File: src/rtl/matvec_pkg.sv
// Shared types and field layout for the 2x2 matrix-vector sequencer.
//   ELEM_W / ACC_W : element and result widths (fixed).
//   state_e        : sequencer states IDLE / MAC / PUSH.
//   *_LSB          : bit positions of matrix, vector and result fields.
package matvec_pkg;
  localparam int ELEM_W = 2;
  localparam int ACC_W  = 2 * ELEM_W + 1;
  localparam int MAT_W  = 4 * ELEM_W;
  localparam int VEC_W  = 2 * ELEM_W;
  localparam int RES_W  = 2 * ACC_W;

  localparam int A00_LSB = 0;
  localparam int A01_LSB = 2;
  localparam int A10_LSB = 4;
  localparam int A11_LSB = 6;
  localparam int X0_LSB  = 0;
  localparam int X1_LSB  = 2;
  localparam int Y0_LSB  = 0;
  localparam int Y1_LSB  = ACC_W;

  typedef enum logic [1:0] {IDLE, MAC, PUSH} state_e;

  function automatic logic [ELEM_W-1:0] mat_elem(input logic [MAT_W-1:0] m, input int lsb);
    return m[lsb +: ELEM_W];
  endfunction
endpackage

File: src/rtl/matvec_sequencer_result_fifo.sv
// result_fifo: synchronous FIFO, first-word fall-through head output.
//   push/wdata : write when not full, or when full and popping the same edge.
//   pop        : advance head when not empty.
//   full/empty : from extended-pointer compare (MSB distinguishes wrap).
//   rdata      : current head word (storage is registered; no write bypass).
module result_fifo #(
  parameter int DEPTH = 4,
  parameter int W     = 10
) (
  input  logic         clk,
  input  logic         reset_n,
  input  logic         push,
  input  logic [W-1:0] wdata,
  input  logic         pop,
  output logic         full,
  output logic         empty,
  output logic [W-1:0] rdata
);
  localparam int AW = $clog2(DEPTH);
  localparam logic [AW:0] PTR_ONE = 1;

  logic [AW:0]  wr_q, wr_d, rd_q, rd_d;
  logic [W-1:0] mem_q [DEPTH];
  logic [W-1:0] mem_d [DEPTH];
  logic         do_push, do_pop;

  assign empty   = (wr_q == rd_q);
  assign full    = (wr_q[AW] != rd_q[AW]) && (wr_q[AW-1:0] == rd_q[AW-1:0]);
  assign do_pop  = pop && !empty;
  // When full, the slot being written is the head being popped this edge.
  assign do_push = push && (!full || do_pop);
  assign rdata   = mem_q[rd_q[AW-1:0]];

  always_comb begin
    mem_d = mem_q;
    wr_d  = wr_q;
    rd_d  = rd_q;
    if (do_push) begin
      mem_d[wr_q[AW-1:0]] = wdata;
      wr_d = wr_q + PTR_ONE;
    end
    if (do_pop) rd_d = rd_q + PTR_ONE;
  end

  always_ff @(posedge clk or negedge reset_n) begin
    if (!reset_n) begin
      wr_q <= '0;
      rd_q <= '0;
      for (int i = 0; i < DEPTH; i++) mem_q[i] <= '0;
    end else begin
      wr_q  <= wr_d;
      rd_q  <= rd_d;
      mem_q <= mem_d;
    end
  end
endmodule

File: src/rtl/matvec_sequencer.sv
// matvec_sequencer: y = A*x for a 2x2 matrix of 2-bit elements, one shared
// 2x2-bit multiplier, four MAC steps per vector, results queued in a FIFO.
//   in_data/in_is_mat/in_valid/in_ready : matrix or vector word in.
//   out_data/out_valid/out_ready        : {y1,y0} result out.
//   busy       : a vector is in flight.
//   mat_loaded : a matrix has been loaded since reset.
module matvec_sequencer
  import matvec_pkg::*;
#(
  parameter int FIFO_DEPTH = 4
) (
  input  logic             clk,
  input  logic             reset_n,
  input  logic [MAT_W-1:0] in_data,
  input  logic             in_is_mat,
  input  logic             in_valid,
  output logic             in_ready,
  output logic [RES_W-1:0] out_data,
  output logic             out_valid,
  input  logic             out_ready,
  output logic             busy,
  output logic             mat_loaded
);
  state_e              state_q, state_d;
  logic [1:0]          step_q, step_d;
  logic [MAT_W-1:0]    mat_q, mat_d;
  logic [VEC_W-1:0]    vec_q, vec_d;
  logic [ACC_W-1:0]    acc0_q, acc0_d, acc1_q, acc1_d;
  logic                mat_loaded_q, mat_loaded_d;
  logic [ELEM_W-1:0]   op_a, op_x;
  logic [2*ELEM_W-1:0] prod;
  logic [ACC_W-1:0]    prod_x;
  logic                accept, push, pop, full, empty;

  assign in_ready   = (state_q == IDLE);
  assign busy       = (state_q != IDLE);
  assign mat_loaded = mat_loaded_q;
  assign out_valid  = !empty;
  assign pop        = out_valid && out_ready;
  assign accept     = in_valid && in_ready;

  // Operand select for the single multiplier, driven by the MAC step.
  always_comb begin
    op_a = '0;
    op_x = '0;
    case (step_q)
      2'd0: begin op_a = mat_elem(mat_q, A00_LSB); op_x = vec_q[X0_LSB +: ELEM_W]; end
      2'd1: begin op_a = mat_elem(mat_q, A01_LSB); op_x = vec_q[X1_LSB +: ELEM_W]; end
      2'd2: begin op_a = mat_elem(mat_q, A10_LSB); op_x = vec_q[X0_LSB +: ELEM_W]; end
      default: begin op_a = mat_elem(mat_q, A11_LSB); op_x = vec_q[X1_LSB +: ELEM_W]; end
    endcase
  end

  assign prod   = {{ELEM_W{1'b0}}, op_a} * {{ELEM_W{1'b0}}, op_x};
  assign prod_x = {1'b0, prod};

  always_comb begin
    state_d      = state_q;
    step_d       = step_q;
    mat_d        = mat_q;
    vec_d        = vec_q;
    acc0_d       = acc0_q;
    acc1_d       = acc1_q;
    mat_loaded_d = mat_loaded_q;
    push         = 1'b0;
    unique case (state_q)
      IDLE: begin
        if (accept) begin
          if (in_is_mat) begin
            mat_d        = in_data;
            mat_loaded_d = 1'b1;
          end else begin
            vec_d   = in_data[VEC_W-1:0];
            acc0_d  = '0;
            acc1_d  = '0;
            step_d  = 2'd0;
            state_d = MAC;
          end
        end
      end
      MAC: begin
        step_d = step_q + 2'd1;
        case (step_q)
          2'd0: acc0_d = prod_x;
          2'd1: acc0_d = acc0_q + prod_x;
          2'd2: acc1_d = prod_x;
          default: begin
            acc1_d  = acc1_q + prod_x;
            state_d = PUSH;
          end
        endcase
      end
      PUSH: begin
        if (!full || pop) begin
          push    = 1'b1;
          state_d = IDLE;
        end
      end
      default: state_d = IDLE;
    endcase
  end

  always_ff @(posedge clk or negedge reset_n) begin
    if (!reset_n) begin
      state_q      <= IDLE;
      step_q       <= '0;
      mat_q        <= '0;
      vec_q        <= '0;
      acc0_q       <= '0;
      acc1_q       <= '0;
      mat_loaded_q <= 1'b0;
    end else begin
      state_q      <= state_d;
      step_q       <= step_d;
      mat_q        <= mat_d;
      vec_q        <= vec_d;
      acc0_q       <= acc0_d;
      acc1_q       <= acc1_d;
      mat_loaded_q <= mat_loaded_d;
    end
  end

  result_fifo #(.DEPTH(FIFO_DEPTH), .W(RES_W)) u_fifo (
    .clk    (clk),
    .reset_n(reset_n),
    .push   (push),
    .wdata  ({acc1_q, acc0_q}),
    .pop    (pop),
    .full   (full),
    .empty  (empty),
    .rdata  (out_data)
  );
endmodule

File: config.mk
export PLATFORM = sky130hd
export DESIGN_NAME = matvec_sequencer
export DESIGN_NICKNAME = d
export VERILOG_FILES = /design/src/rtl/matvec_pkg.sv /design/src/rtl/matvec_sequencer_result_fifo.sv /design/src/rtl/matvec_sequencer.sv
export SDC_FILE = /design/constraint.sdc
export NUM_CORES = 1
export LEC_CHECK = 0
export ABC_AREA = 1
export BUFFER_PORTS_ARGS = -buffer_cell sky130_fd_sc_hd__clkbuf_2
export CORE_MARGIN = 5
export CORE_UTILIZATION = 60
export CTS_BUF_LIST = sky130_fd_sc_hd__clkbuf_4
export CTS_CLUSTER_DIAMETER = 80
export DETAILED_ROUTE_END_ITERATION = 10
export MAX_ROUTING_LAYER = met4
export PLACE_DENSITY = 0.77
export SETUP_SLACK_MARGIN = 0.1
export SYNTH_ARGS = -nofsm -noshare
export SYNTH_HDL_FRONTEND = slang
export SYNTH_SLANG_ARGS = --single-unit
File: constraint.sdc
create_clock -name clk -period 3.5 [get_ports clk]
set_input_delay 0.7 -clock clk [delete_from_list [all_inputs] [get_ports clk]]
set_output_delay 0.7 -clock clk [all_outputs]
set_load 0.02 [all_outputs]
==> impl_metrics.tcl <==
set metrics [dict create \
    outcome "finished, final reports clean" \
    drv_slew 0 \
    cts_hold_buffers 0 \
    wirelength_um 8970 \
    synth_seq_cells 73 \
    grt_max_degree 35 \
    finalSetupViolCount 0 \
    power.total_mw 3.76 \
    die_h_um 91.4 \
    max_cap_violations 0 \
    ys_top_cells_by_area "dfrtp_1 46%, nand2_1 14%, nand4_1 6.8%" \
    numCtsBuffers 9 \
    whs_ps 229 \
    fillers 546 \
    yosysTopAreaCell "dfrtp_1" \
    setup_slack_ps 572 \
    crit_path_end_kind "flop" \
    cts-root-buf "clkbuf_4" \
    grt_antenna_before_repair 0 \
    clk_latency_ps 420 \
    cts_tree "yes" \
    coreArea_um2 6390 \
    synth_top_area_share_pct 46.0 \
    drc 0 \
    wl_per_cell_um 15.3 \
    io_pins 27 \
    pre_cts_slack_ps 647 \
    syn_to_final_growth_pct 7.46 \
    max_slew_margin_pct 62.5 \
    synthTopCellsByCount "152 x nand2_1, 73 x dfrtp_1, 46 x o21ai_0, 43 x nand4_1, 34 x nor2_1" \
    worstSetupPathType "reg2reg" \
    required_ps 3840 \
    antenna_left 0 \
    port_buffers 26 \
    hpwl_um 6330 \
    grt_pass1_wl_um 15500 \
    finalSetupTns_ps 0 \
    layout-drive-gt1-share_pct 12.7 \
    clkTransAtPathRegs_ps 130 \
    final_util_pct 66.9 \
    rsz0062_at_grt "no" \
    fin_crit_sh_pct 83.7 \
    cp-start-kind "flop" \
    placed_cells 571 \
    vdd_drop_max_mv 0.546 \
    routabilityCongestion 0.857 \
    dpl_cell_area_um2 4110 \
    drt_pass1_iterations 5 \
    vias 3403 \
    hold_viol 0 \
    cts.path.max_buffers 2 \
    final_area_um2 4270 \
    fin_crit_ps 2930 \
    clock.fmax_mhz 341 \
    die_area_um2 8350 \
    syn-num-nets 521 \
    diodes 0 \
    start_util_pct 62.2 \
    synth_seq_area_share_pct 46.0 \
    clock-sinks 73 \
    critPathMaxFanout 8 \
    htreeDepth 3 \
    syn_area_um2 3980 \
    arrival_ps 3260 \
    ys_warn_count 0 \
    synth_cell_types 28 \
    routed_via_density 5.80 \
    async_flop_share_pct 100 \
    p_leak_nw 2.27 \
    syn_inst 486 \
    pwr_density_cell_nw_per_um2 880 \
    cts_resized 0 \
    stdcell_count 587 \
    finClkSkew_ps 17.9 \
    grt_usage_pct 23.4 \
    worst_slew_pin_slew_ps 563 \
    drt-initial-drc-count 303 \
    fin_nets 540 \
    die_w_um 91.4 \
    post-cts-setup-buffers 0 \
    synth_edf_count 0 \
    hp-class "in2async" \
    syn_area_per_cell_um2 8.18 \
    grt_pass1_vias 3262 \
    synth_most_common_cell "nand2_1" \
    synth_ff_type "dfrtp_1" \
    rows 29 \
    globalRoute.totalOverflow 0 \
]
final cells by class:
| class | instances | area (µm²) | share of cell area (%) |
|---|---|---|---|
| timing repair buffer | 31 | 168 | 3.93 |
| multi-input combinational | 356 | 1890 | 44.3 |
| inverter | 34 | 128 | 2.99 |
| clock inverter | 7 | 93.8 | 2.20 |
| sequential | 73 | 1830 | 42.8 |
| clock buffer | 9 | 67.6 | 1.58 |
| tap | 77 | 96.3 | 2.26 |
worst max-delay path: stages, from the launching register on:
cell and delay (ps):
dfrtp_1 390, inv_1 90, ha_1 300, nor2_1 200
mux2i_1 270, nor2_1 70, ha_1 220, ha_1 340
ha_1 350, inv_1 70, nor2_1 40, o21ai_0 200
o21ai_0 150, o21ai_0 160
power breakdown:
group | internal [mW] | switching (mW) | leakage, nW | total, mW
sequential | 1.10 | 0.245 | 0.966 | 1.34
clock | 0.290 | 0.310 | 0.0839 | 0.600
combinational | 0.606 | 1.21 | 1.22 | 1.81
layout by cell type, fill, tap and decap left out, drive strengths merged:
| master | count |
|---|---|
| a21oi | 12 |
| bufinv | 2 |
| nand4 | 43 |
| ha | 20 |
| o21ai | 47 |
| o22ai | 11 |
| mux2i | 1 |
| nand3 | 22 |
| fa | 2 |
| nor2 | 38 |
| nand2 | 154 |
| clkbuf | 34 |
| clkinvlp | 1 |
| or2 | 1 |
| inv | 35 |
| mux2 | 4 |
| xnor2 | 1 |
| clkinv | 3 |
| buf | 6 |
| dfrtp | 73 |
sequential cells by signal, summed over array words and instances (netlist names), 3 cells and up:
signal        flops
u_fifo.mem_q     40
mat_q             8
acc0_q            5
acc1_q            5
vec_q             4
u_fifo.rd_q       3
u_fifo.wr_q       3
metal layers:
layer	part of all wire, %	global-route usage (%)	wire (µm)
met1	44	31.1	3910
met2	49	36.5	4390
met3	5.6	4.13	503
met4	1.8	7.21	162
met5	0	-	0
final timing paths:
path / from / endpoint / slack, ps / depth (start not counted)
worst max-delay path: step_q[0] / acc1_q[2] / 570 / 13
min in group clk: u_fifo.mem_q[28] / u_fifo.mem_q[28] / 480 / 2
max in group asynchronous: reset_n / u_fifo.mem_q[33] / 2510 / 2
worst min register to register: u_fifo.mem_q[28] / u_fifo.mem_q[28] / 480 / 2
worst min-delay path: reset_n / u_fifo.mem_q[1] / 230 / 1
worst max register to register: step_q[0] / acc1_q[2] / 570 / 13
cells by family after synthesis:
logic type	Yosys count	synth area share (%)
and+or+nand+nor	258	29.4
AOI/OAI and AO/OA	70	9.16
DFF	73	46.0
buffers and inverters	57	6.58
muxes	5	1.38
adders and majority gates	22	7.30
xor gates and xnor gates	1	0.220
Note: power is estimated with default switching activity, not from simulation.
